File: src/rtl/pipe_ctrl_pkg.sv
// Shared types and constants for the pipeline sequencing controller.
// The state encoding and register-field width are used by the controller and the hazard compare.
package pipe_ctrl_pkg;

    typedef enum logic [1:0] {
        RUN      = 2'd0,
        LU_STALL = 2'd1,
        MEM_WAIT = 2'd2
    } state_t;

    localparam logic [4:0] XZR   = 5'd31;
    localparam int         REG_W = 5;

endpackage

File: src/rtl/hazard_detect.sv
// Combinational load-use hazard compare between the load in EX and the operands of the instruction in ID.
// X31/XZR is hard-wired zero, so a load targeting it never creates a dependency.
module hazard_detect
    import pipe_ctrl_pkg::*;
(
    input  logic [REG_W-1:0] id_rn,
    input  logic [REG_W-1:0] id_rm,
    input  logic             id_uses_rm,
    input  logic             ex_memtoreg,
    input  logic [REG_W-1:0] ex_rd,
    output logic             load_use
);

    logic rn_match;
    logic rm_match;

    assign rn_match = (ex_rd == id_rn);
    assign rm_match = id_uses_rm & (ex_rd == id_rm);
    assign load_use = ex_memtoreg & (ex_rd != XZR) & (rn_match | rm_match);

endmodule

File: src/rtl/pipe_hazard_ctrl.sv
// Pipeline sequencing controller: load-use stalls, branch flushes and data-memory wait with timeout.
// Defining HAZ_PERF_CNT_EN adds saturating stall/flush/memory-wait performance counters.
module pipe_hazard_ctrl
    import pipe_ctrl_pkg::*;
#(
    parameter int MEM_TIMEOUT = 16,
    parameter int CNT_W       = 8
) (
    input  logic             clk,
    input  logic             reset,
    input  logic [REG_W-1:0] id_rn,
    input  logic [REG_W-1:0] id_rm,
    input  logic             id_uses_rm,
    input  logic             ex_memtoreg,
    input  logic [REG_W-1:0] ex_rd,
    input  logic             br_taken,
    input  logic             mem_req,
    input  logic             mem_ready,
    output logic             pc_en,
    output logic             ifid_en,
    output logic             ifid_flush,
    output logic             idex_bubble,
    output logic             exmem_en,
    output logic             memwb_bubble,
    output logic             mem_err,
    output logic             busy
`ifdef HAZ_PERF_CNT_EN
    ,
    output logic [31:0]      stall_cycles,
    output logic [31:0]      flush_count,
    output logic [31:0]      memwait_cycles
`endif
);

    state_t           state_reg, state_next;
    logic [CNT_W-1:0] wait_cnt_reg, wait_cnt_next;
    logic             mem_err_reg, mem_err_next;
    logic             load_use;
    logic             mem_wait;

    hazard_detect u_hazard_detect (
        .id_rn       (id_rn),
        .id_rm       (id_rm),
        .id_uses_rm  (id_uses_rm),
        .ex_memtoreg (ex_memtoreg),
        .ex_rd       (ex_rd),
        .load_use    (load_use)
    );

    assign mem_wait = mem_req & ~mem_ready;

    always_ff @(posedge clk or posedge reset) begin
        if (reset) begin
            state_reg    <= RUN;
            wait_cnt_reg <= '0;
            mem_err_reg  <= 1'b0;
        end else begin
            state_reg    <= state_next;
            wait_cnt_reg <= wait_cnt_next;
            mem_err_reg  <= mem_err_next;
        end
    end

    always_comb begin
        pc_en         = 1'b1;
        ifid_en       = 1'b1;
        ifid_flush    = 1'b0;
        idex_bubble   = 1'b0;
        exmem_en      = 1'b1;
        memwb_bubble  = 1'b0;
        state_next    = state_reg;
        wait_cnt_next = wait_cnt_reg;
        mem_err_next  = mem_err_reg;

        case (state_reg)
            // LU_STALL re-evaluates hazards exactly like RUN; EX now holds the bubble.
            RUN, LU_STALL: begin
                if (mem_wait) begin
                    pc_en         = 1'b0;
                    ifid_en       = 1'b0;
                    exmem_en      = 1'b0;
                    memwb_bubble  = 1'b1;
                    state_next    = MEM_WAIT;
                    wait_cnt_next = CNT_W'(1);
                end else if (load_use) begin
                    pc_en       = 1'b0;
                    ifid_en     = 1'b0;
                    idex_bubble = 1'b1;
                    state_next  = LU_STALL;
                end else begin
                    ifid_flush = br_taken;
                    state_next = RUN;
                end
            end
            MEM_WAIT: begin
                pc_en        = 1'b0;
                ifid_en      = 1'b0;
                exmem_en     = 1'b0;
                memwb_bubble = 1'b1;
                if (mem_ready) begin
                    pc_en         = 1'b1;
                    ifid_en       = 1'b1;
                    exmem_en      = 1'b1;
                    memwb_bubble  = 1'b0;
                    state_next    = RUN;
                    wait_cnt_next = '0;
                end else if (wait_cnt_reg == CNT_W'(MEM_TIMEOUT)) begin
                    // Access abandoned: the MEM/WB slot stays a bubble and the error latches.
                    mem_err_next  = 1'b1;
                    state_next    = RUN;
                    wait_cnt_next = '0;
                end else if (wait_cnt_reg != '1) begin
                    wait_cnt_next = wait_cnt_reg + CNT_W'(1);
                end
            end
            default: begin
                state_next    = RUN;
                wait_cnt_next = '0;
            end
        endcase
    end

    assign mem_err = mem_err_reg;
    assign busy    = (state_reg != RUN);

`ifdef HAZ_PERF_CNT_EN
    logic [2:0] perf_inc;

    assign perf_inc = {(state_reg == MEM_WAIT), ifid_flush, ~pc_en};

    genvar gi;
    generate
        for (gi = 0; gi < 3; gi++) begin : g_perf
            logic [31:0] cnt_reg;

            always_ff @(posedge clk or posedge reset) begin
                if (reset) begin
                    cnt_reg <= '0;
                end else if (perf_inc[gi] && (cnt_reg != 32'hFFFF_FFFF)) begin
                    cnt_reg <= cnt_reg + 32'd1;
                end
            end
        end
    endgenerate

    assign stall_cycles   = g_perf[0].cnt_reg;
    assign flush_count    = g_perf[1].cnt_reg;
    assign memwait_cycles = g_perf[2].cnt_reg;
`endif

endmodule
File: config.mk
export PLATFORM = sky130hd
export DESIGN_NAME = pipe_hazard_ctrl
export DESIGN_NICKNAME = d
export VERILOG_FILES = /design/src/rtl/pipe_ctrl_pkg.sv /design/src/rtl/hazard_detect.sv /design/src/rtl/pipe_hazard_ctrl.sv
export SDC_FILE = /design/constraint.sdc
export NUM_CORES = 1
export LEC_CHECK = 0
export CAP_MARGIN = 20
export CORE_MARGIN = 5
export CORE_UTILIZATION = 44
export CTS_CLUSTER_SIZE = 16
export DETAILED_ROUTE_END_ITERATION = 7
export GPL_TIMING_DRIVEN = 0
export MAX_ROUTING_LAYER = met4
export PLACE_DENSITY_LB_ADDON = 0.08
export SETUP_SLACK_MARGIN = 0.2
export SLEW_MARGIN = 10
export SYNTH_ARGS = -nofsm -noshare
export SYNTH_HDL_FRONTEND = slang
export SYNTH_SLANG_ARGS = --single-unit
File: constraint.sdc
create_clock -name clk -period 2.7 [get_ports clk]
set_clock_uncertainty 0.2 [all_clocks]
set_input_delay 0.81 -clock clk [delete_from_list [all_inputs] [get_ports clk]]
set_output_delay 0.81 -clock clk [all_outputs]
set_load 0.01 [all_outputs]
==> results.sh, run 1 <==
export IMPL_r2r_slack_ns=0.86
export IMPL_yosysTopAreaCell="dfrtp_1"
export IMPL_first_pass_iters=4
export IMPL_avgSynthCellArea_sq_um=8.596
export IMPL_worstReg2RegStart="wait_cnt_reg[0]$_DFFE_PP0P_"
export IMPL_diodes=0
export IMPL_fill_cells=161
export IMPL_synthArstFlopShare_pct=100.0
export IMPL_fin_crit_sh_pct=104.5
export IMPL_grtUsageTotal_pct=17.25
export IMPL_fin_tns_setup_ns=-0.2572
export IMPL_synth_cell_types=35
export IMPL_whs_path_depth=1
export IMPL_slowest_delay_ns=0.21
export IMPL_hold_start="mem_err$_DFFE_PP0P_"
export IMPL_ios=30
export IMPL_r2r_end="wait_cnt_reg[0]$_DFFE_PP0P_"
export IMPL_ys_top_cells_by_area="dfrtp_1 (32%), xnor2_1 (11%), a21oi_1 (5.2%)"
export IMPL_synth_edf_count=0
export IMPL_finalInstanceArea_sq_um=1306
export IMPL_first_iter_violations=12
export IMPL_worstHoldEndpoint="mem_err$_DFFE_PP0P_"
export IMPL_cts_clk_slew_worst_paths_ns=0.06
export IMPL_largest_register_ffs=8
export IMPL_gpl_final_weighted_congestion=0.8316
export IMPL_cts_htree_levels=1
export IMPL_clockBufferDepth=2
export IMPL_wl_mm=2.189
export IMPL_ys_seq_elements=11
export IMPL_yosysTopAreaCellShare_pct=32.02
export IMPL_fin_crit_ns=2.821
export IMPL_ys_warnings_count=0
export IMPL_hpwl_mm=1.675
export IMPL_crit_chain="buf_12 -> xnor2_4 -> nand3_2 -> o22ai_4 -> o211ai_1 -> buf_4 -> buf_6"
export IMPL_utilization_pct=68.68
export IMPL_cp_max_fo=4
export IMPL_clock_latency_ns=0.27
export IMPL_layout_nets=163
export IMPL_num_rows=16
export IMPL_drc=0
export IMPL_ir_drop_mv=0.2209
export IMPL_yosys_most_used_dff="dfrtp_1"
export IMPL_crit_path_end_kind="output pin"
export IMPL_timing_fmax_ghz=0.3545
export IMPL_syn_num_nets=124
export IMPL_cp_required_ns=1.69
export IMPL_violations="negative setup slack"
export IMPL_min_path_type="reg2reg"
export IMPL_area_growth_synth_to_final_pct=51.96
export IMPL_viasPerCell=5.279
export IMPL_layout_setup_ws_ns=-0.1209
export IMPL_r2r_cells=6
export IMPL_place_area_sq_um=1190
export IMPL_drive_gt1_share_pct=39.13
export IMPL_dieArea_sq_um=2938
export IMPL_cp_start_kind="primary input"
export IMPL_cts_buffers=3
export IMPL_pwr_density_cell_nw_per_um2=390.3
export IMPL_grt_start_max_net_pins=12
export IMPL_drv_slew=0
export IMPL_grt_pass1_vias=863
export IMPL_cap_violations=0
export IMPL_die_x_microns=54.20
export IMPL_portBuffers=29
export IMPL_rsz0062_at_grt="true"
export IMPL_grt_antenna_before_repair=0
export IMPL_synth_cells=100
export IMPL_leakage_nw=0.5902
export IMPL_tightestPinTransition_ns=0.4394
export IMPL_yosysSeqAreaShare_pct=32.02
export IMPL_slowest_stage="o22ai_4"
export IMPL_start_util_pct=45.20
export IMPL_post_place_ws_ns=-0.9505
export IMPL_design_core_area_sq_um=1902
export IMPL_cts_root_buf="clkbuf_4"
export IMPL_ant_nets=0
export IMPL_outcome="complete, but fails checks"
export IMPL_grt_pass1_wl_mm=3.650
export IMPL_fin_hold_ws_ns=0.2940
export IMPL_finalSetupViolCount=4
export IMPL_cts_tree="built"
export IMPL_synthesis_area_sq_um=859.6
export IMPL_wire_per_inst_microns=13.27
export IMPL_arrival_ns=1.81
export IMPL_die_h_microns=54.20
export IMPL_vias=871
export IMPL_overflow=0
export IMPL_finalHoldViolCount=0
export IMPL_cts_sinks=11
export IMPL_slew_headroom_pct=70.68
export IMPL_path_class="in2out"
[Yosys cell counts (all sizes together) (2+ instances only)]
master / number
ha: 2
o21ai: 9
a21oi: 10
nand2: 10
clkbuf: 2
a31o: 2
and3: 3
inv: 8
xnor2: 11
dfrtp: 11
a21o: 2
nand3: 6
nand4: 2
and2: 2
nor2: 2
a31oi: 4
[metal layers]
layer,vias up,part of all wire [%],global-route usage (%)
met5,-,0,-
met4,0,0.69,6.224
met3,2,3.5,1.662
met2,29,48,27.09
met1,403,48,22.86
li1,437,-,-
[worst max-delay path, delay by kind of cell]
kind / cells / cell delay, ns
buffers and inverters: 3 / 0.38
AOI/OAI and AO/OA: 2 / 0.36
xor gates and xnor gates: 1 / 0.15
and+or+nand+nor: 1 / 0.12
[through the flow]
step	instances	total power (W)
after detailed placement	156	0.0003776
after CTS	163	0.0004973
after floorplan	100	0.0002989
after global routing	165	0.0005452
after global placement	156	0.0003750
final	165	0.0005098
[cell type report]
cell class	count	area (sq um)	share of cell area (%)
Multi-Input combinational cell	78	643.1	49.23
Timing Repair Buffer	34	280.3	21.46
Sequential cell	11	276.5	21.17
Tap cell	27	33.78	2.586
Inverter	8	30.03	2.299
Clock buffer	4	26.28	2.011
Buffer	3	16.27	1.245
[cells in the final DEF, fill, tap and decap left out, types with 2 or more instances in the layout]
cell type        synthesis  final
buf_2                    0     12
nand2_1                 10     10
dfrtp_1                 11     10
buf_6                    0      8
a21oi_1                  9      6
inv_1                    8      6
buf_4                    1      6
nand3_1                  6      5
xnor2_1                 11      5
xnor2_2                  0      5
o21ai_1                  4      4
o21ai_0                  5      4
clkdlybuf4s50_1          0      4
and3_1                   3      3
a31oi_1                  3      3
a21oi_2                  1      3
clkbuf_4                 0      3
inv_2                    0      2
clkbuf_2                 1      2
clkbuf_1                 1      2
and2_1                   2      2
nor2_1                   2      2
nand4_1                  2      2
ha_1                     2      2
dlygate4sd2_1            0      2
[cell families (layout without fill, tap and decap cells)]
group,after synthesis,in the layout,synth area share [%]
fa+ha+maj,2,2,2.911
buf+inv,11,49,5.385
flops,11,11,32.02
compound gates,33,33,26.49
xor+xnor,11,11,11.21
simple gates,32,32,21.98
[where the power goes]
group,switching (W),internal (W),total [W]
Clock,0.0000542,0.0000572,0.000111
Sequential,0.0000186,0.000178,0.000197
Combinational,0.0000945,0.000107,0.000202
[how the worst max path moves through the flow]
stage                       end       from  cells past startpoint
after floorplan           pc_en   id_rm[3]                      5
after global placement    pc_en  mem_ready                      7
after detailed placement  pc_en  mem_ready                      7
after CTS                 pc_en   id_rn[2]                      7
after global routing      pc_en   ex_rd[1]                      7
final                     pc_en   ex_rd[4]                      7
[repair_timing]
item                                    in CTS  in global routing
endpoints found under the setup margin       7                  5
gates resized for setup                    109                 16
setup buffers                                3                  2
pin swaps                                   19                  9
hold buffers                                 0                  0
(Power assumes the default switching activity.)
==> run 2, diff against run 1 <==
SYNTH_HIERARCHICAL = 1   (was unset)
==> run 2 against run 1 <==
Compared with the run above:
- the flow still finishes with violations (negative setup slack)
- via count is 5.5% lower
- critical path depth grew 2
- clock power hardly changed
==> results.sh, run 2 <==
export IMPL_outcome="complete, but fails checks"
export IMPL_violations="negative setup slack"
export IMPL_synthesis_area_sq_um=855.8
export IMPL_p_int_w=0.0003087
export IMPL_drc=0
export IMPL_die_x_microns=54.10
export IMPL_grtUsageTotal_pct=17.05
export IMPL_fin_crit_ns=3.114
export IMPL_gpl_final_weighted_congestion=0.8228
export IMPL_fin_tns_setup_ns=-1.361
export IMPL_crit_path_end_kind="output pin"
export IMPL_pwr_share_comb_pct=34.6
export IMPL_cts_root_buf="clkbuf_4"
export IMPL_num_rows=16
export IMPL_ys_seq_elements=11
export IMPL_wl_mm=2.086
export IMPL_path_class="in2out"
export IMPL_cp_max_fo=2
export IMPL_dieArea_sq_um=2927
export IMPL_grt_antenna_before_repair=0
export IMPL_wire_per_inst_microns=13.04
export IMPL_min_path_type="reg2reg"
export IMPL_r2r_end="wait_cnt_reg[5]$_DFFE_PP0P_"
export IMPL_clockBufferDepth=2
export IMPL_area_growth_synth_to_final_pct=42.25
export IMPL_ios=30
export IMPL_r2r_cells=6
export IMPL_grt_pass1_vias=821
export IMPL_hpwl_mm=1.639
export IMPL_viasPerCell=5.144
export IMPL_yosysTopAreaCell="dfrtp_1"
export IMPL_tightestPinTransition_ns=0.4350
export IMPL_synth_cells=97
export IMPL_crit_path_end="pc_en"
export IMPL_portBuffers=29
export IMPL_ys_top_cells_by_count="dfrtp_1 (11), nand2_1 (10), nand3_1 (8), xor2_1 (7)"
export IMPL_dr_wl_met3_microns=138
export IMPL_worstReg2RegStart="wait_cnt_reg[0]$_DFFE_PP0P_"
export IMPL_switching_share_pct=31.24
export IMPL_seq_power_share_pct=40.2
export IMPL_overflow=0
export IMPL_drt_met1_wl_microns=805
export IMPL_drive_gt1_share_pct=30.08
export IMPL_design_core_area_sq_um=1902
export IMPL_layout_nets=158
export IMPL_first_iter_violations=10
export IMPL_yosysTopAreaCellShare_pct=32.16
export IMPL_cts_sinks=11
export IMPL_clkPwrFrac_pct=25.2
export IMPL_place_inst=153
export IMPL_ir_drop_mv=0.2685
export IMPL_yosys_most_used_dff="dfrtp_1"
export IMPL_largest_register_ffs=8
export IMPL_cp_required_ns=1.69
export IMPL_avgSynthCellArea_sq_um=8.823
export IMPL_cap_violations=0
export IMPL_fin_crit_sh_pct=115.3
export IMPL_ys_warnings_count=6
export IMPL_ant_nets=0
export IMPL_diodes=0
export IMPL_cts_clk_slew_worst_paths_ns=0.07
export IMPL_cts_tree="built"
export IMPL_p_sw_w=0.0001402
export IMPL_grt_start_max_net_pins=12
export IMPL_final_common_cell="dfrtp_1"
export IMPL_start_util_pct=45.00
export IMPL_stdcell_count=160
export IMPL_layout_setup_ws_ns=-0.4142
export IMPL_power_w=0.0004489
export IMPL_rsz0062_at_grt="true"
export IMPL_leakage_nw=0.5363
export IMPL_mostFrequentLayoutCells="dfrtp_1 (11), buf_6 (10), nand2_1 (10)"
export IMPL_slew_headroom_pct=70.97
export IMPL_met2_length_mm=1.132
export IMPL_finalSetupViolCount=4
export IMPL_syn_num_nets=121
export IMPL_timing_fmax_ghz=0.3211
export IMPL_cts_htree_levels=1
export IMPL_vias=823
export IMPL_drv_slew=0
export IMPL_synth_cell_types=36
export IMPL_synthArstFlopShare_pct=100.0
export IMPL_synth_edf_count=0
export IMPL_first_pass_iters=4
export IMPL_startpoint="id_rn[4]"
export IMPL_cts_buffers=3
export IMPL_die_h_microns=54.10
export IMPL_synth_most_common_cell="dfrtp_1"
export IMPL_arrival_ns=2.10
export IMPL_cp_start_kind="primary input"
export IMPL_pwr_density_cell_nw_per_um2=368.8
export IMPL_clock_latency_ns=0.27
export IMPL_yosysSeqAreaShare_pct=32.16
export IMPL_finalHoldViolCount=0
export IMPL_ys_top_cells_by_area="dfrtp_1 (32%), xor2_1 (7.2%), nand3_1 (4.7%)"
export IMPL_r2r_slack_ns=0.77
export IMPL_routed_top_layer="met4"
export IMPL_grt_pass1_wl_mm=3.546
## run 2: what timing repair did
action,CTS,global route
hold buffers,0,0
hold endpoints to repair,0,0
resized for setup,82,5
pin swaps,16,9
setup buffers,3,0
endpoints found under the setup margin,8,5
gates cloned,0,0
## run 2: how the worst min path moves through the flow
stage,from,endpoint,slack [ns],cells past startpoint
after CTS,mem_err$_DFFE_PP0P_,mem_err$_DFFE_PP0P_,0.29,1
after detailed placement,mem_err$_DFFE_PP0P_,mem_err$_DFFE_PP0P_,0.27,1
after floorplan,wait_cnt_reg[1]$_DFFE_PP0P_,wait_cnt_reg[1]$_DFFE_PP0P_,0.30,2
after global routing,mem_err$_DFFE_PP0P_,mem_err$_DFFE_PP0P_,0.34,1
final,mem_err$_DFFE_PP0P_,mem_err$_DFFE_PP0P_,0.29,1
after global placement,mem_err$_DFFE_PP0P_,mem_err$_DFFE_PP0P_,0.26,1
## run 2: layer usage
layer | vias up | GRT usage [%]
li1 | 411 | -
met3 | 4 | 5.540
met5 | - | -
met4 | 0 | 4.149
met2 | 28 | 30.44
met1 | 380 | 18.10
## run 2: layout make-up
| cell class | instances | area (sq um) |
|---|---|---|
| well taps | 27 | 33.78 |
| flip-flops and latches | 11 | 275.3 |
| plain buffers | 4 | 41.29 |
| inverters | 6 | 22.52 |
| clock buffers | 4 | 26.28 |
| fillers | 177 | 684.4 |
| repair buffers | 32 | 266.5 |
| multi-input cells | 76 | 551.8 |
## run 2: cell families after synthesis
group                    count (synthesis)  synth area share, %
XOR/XNOR                                10                10.23
adder cells (fa/ha/maj)                  2                2.924
flip-flops                              11                32.16
buffers and inverters                   10                7.017
AND/OR/NAND/NOR                         42                26.61
AO/OA/AOI/OAI                           22                21.05
## run 2: worst max-delay path, stage by stage
cell,delay (ns)
clkdlybuf4s15_1,0.17
xor2_1,0.16
nor3_1,0.20
nand3_1,0.11
a21oi_2,0.17
nor2_1,0.05
o21a_1,0.21
buf_6,0.12
buf_6,0.11
## run 2: power groups by stage
stage / sequential (W) / combinational (W) / clock (W)
4_1_cts: 0.000180 / 0.000156 / 0.000116
3_3_place_gp: 0.000183 / 0.000160 / 0
2_1_floorplan: 0.000182 / 0.0000908 / 0
3_5_place_dp: 0.000184 / 0.000162 / 0
5_1_grt: 0.000181 / 0.000171 / 0.000125
6_report: 0.000181 / 0.000155 / 0.000113
## run 2: metrics by stage
| stage | utilization (%) | worst slack (ns) | hold slack (ns) | cell area [sq um] |
|---|---|---|---|---|
| after detailed placement | 62.43 | -1.298 | 0.2695 | 1187 |
| final | 64.01 | -0.4142 | 0.2892 | 1217 |
| after floorplan | - | -0.2041 | 0.3024 | 863.3 |
| after global placement | 62.43 | -1.256 | 0.2608 | 1187 |
| after global routing | 64.01 | -0.5216 | 0.3380 | 1217 |
| after CTS | 64.14 | -0.4617 | 0.2889 | 1220 |
==> RTL edit: new RTL, flow settings as in run 1 <==
Add a define of `HAZ_PERF_CNT_EN`.
--- a/src/rtl/pipe_hazard_ctrl.sv
+++ b/src/rtl/pipe_hazard_ctrl.sv
@@ -2,2 +2,4 @@
 // Defining HAZ_PERF_CNT_EN adds saturating stall/flush/memory-wait performance counters.
+`define HAZ_PERF_CNT_EN
+
 module pipe_hazard_ctrl
Function (old outputs only; new: flush_count, memwait_cycles and stall_cycles): kept (Yosys induction, for registers that start in step).
==> RTL edit against run 1 <==
The run still ends with negative setup slack left; non-clock buffer count up 118; first-iteration DRC count rose to 29 times the old value; worst hold slack worse by 0.023 ns; routed wire length rose to 6.5 times the old value; sequential cell count up 96; synthesized area rose to 6.4 times the old value; worst setup slack worse by 0.40 ns; largest cell class unchanged; die area rose to 5.0 times the old value; power rose to 8.5 times the old value; synthesized cell count rose to 5.3 times the old value; final area rose to 5.9 times the old value.
==> RTL edit: results <==
metrics = {
    "detailed_routing": {
        "routed-wl-met3_microns": 781,
        "wl_met2_mm": 6.995,
        "vias": 4621,
    },
    "placement": {
        "place_hpwl_mm": 10.22,
        "place_inst": 824,
        "place_ws_ns": -1.470,
        "globalplace.congestion": 0.8250,
        "placed_area_sq_um": 7033,
        "io_buffers": 125,
    },
    "finish": {
        "stdcell_area_sq_um": 7726,
        "final_net_count": 709,
    },
    "logic_synthesis": {
        "netlist_instances": 528,
        "synth_cell_types": 58,
    },
    "global_route": {
        "grtUsageMet3": 0.05571,
        "grt_util_met2": 0.3147,
        "grt_use_total": 0.2016,
    },
    "critical_path": {
        "r2r-end": "stall_cycles[27]",
        "rrSetupSlack_ns": 0.30,
        "cp_slowest_cell": "nor4_2",
        "max_stage_delay_ns": 0.33,
        "reg2reg_depth": 7,
        "crit_start": "id_rm[3]",
    },
    "clocking": {
        "root_buffer": "clkbuf_16",
        "h-tree-depth": 3,
        "cts_buffers": 9,
        "clk_latency_ns": 0.35,
    },
    "run_status": {
        "status": "finished, violations left",
        "violations": "negative setup slack",
    },
    "sta": {
        "setup_viol": 5,
        "fin_ws_ns": -0.5258,
    },
    "pwr": {
        "worst_ir_drop_vdd_mv": 0.4681,
    },
}
RTL edit: changes by cell type in the layout (fill, tap and decap cells not counted), moves of 28 or more:
cell and change:
xnor2_1 +56, nor2_1 +28, xor2_1 +37, clkdlybuf4s50_1 +97, dfrtp_1 +96, nand3_1 +39
nand4_1 +34
RTL edit: repair_timing:
item                                   4_1_cts  5_1_grt
resized for setup                          110       50
setup endpoints to repair                   71       67
setup buffers                               13        1
gates cloned                                 0        1
pin swaps                                   15       19
endpoints found under the hold margin        0        0
RTL edit: how the worst max path moves through the flow:
stage	endpoint	slack, ns	cells past startpoint
detailed placement	pc_en	-1.47	7
global placement	pc_en	-1.47	7
floorplan	pc_en	-0.14	5
CTS	ifid_flush	-0.50	9
finish	ifid_flush	-0.53	9
global route	ifid_flush	-0.59	9
RTL edit: cell type report:
type	instances	share of cell area
sequential	107	0.3467
buffer	12	0.01069
clock buffer	11	0.03012
inverter	14	0.007611
timing repair buffer	143	0.1880
clock inverter	5	0.01004
multi-input combinational	395	0.3796
tap	168	0.02721
RTL edit: cell families after synthesis:
logic type / count (synthesis) / synth area share
xor+xnor: 101 / 0.1610
compound gates: 35 / 0.04351
buf+inv: 26 / 0.01982
simple gates: 250 / 0.2686
mux: 4 / 0.008200
fa+ha+maj: 5 / 0.01139
flops: 107 / 0.4875
RTL edit: where the power goes:
part | internal (mW) | switching (mW) | leakage [nW]
Clock | 0.811 | 0.587 | 0.150
Sequential | 1.76 | 0.226 | 1.42
Combinational | 0.532 | 0.444 | 1.75
RTL edit: worst max-delay path: cells and delay by family:
kind | cells | cell delay [ns]
and+or+nand+nor | 3 | 0.72
buffers and inverters | 4 | 0.45
xor gates and xnor gates | 1 | 0.17
AOI/OAI and AO/OA | 1 | 0.06
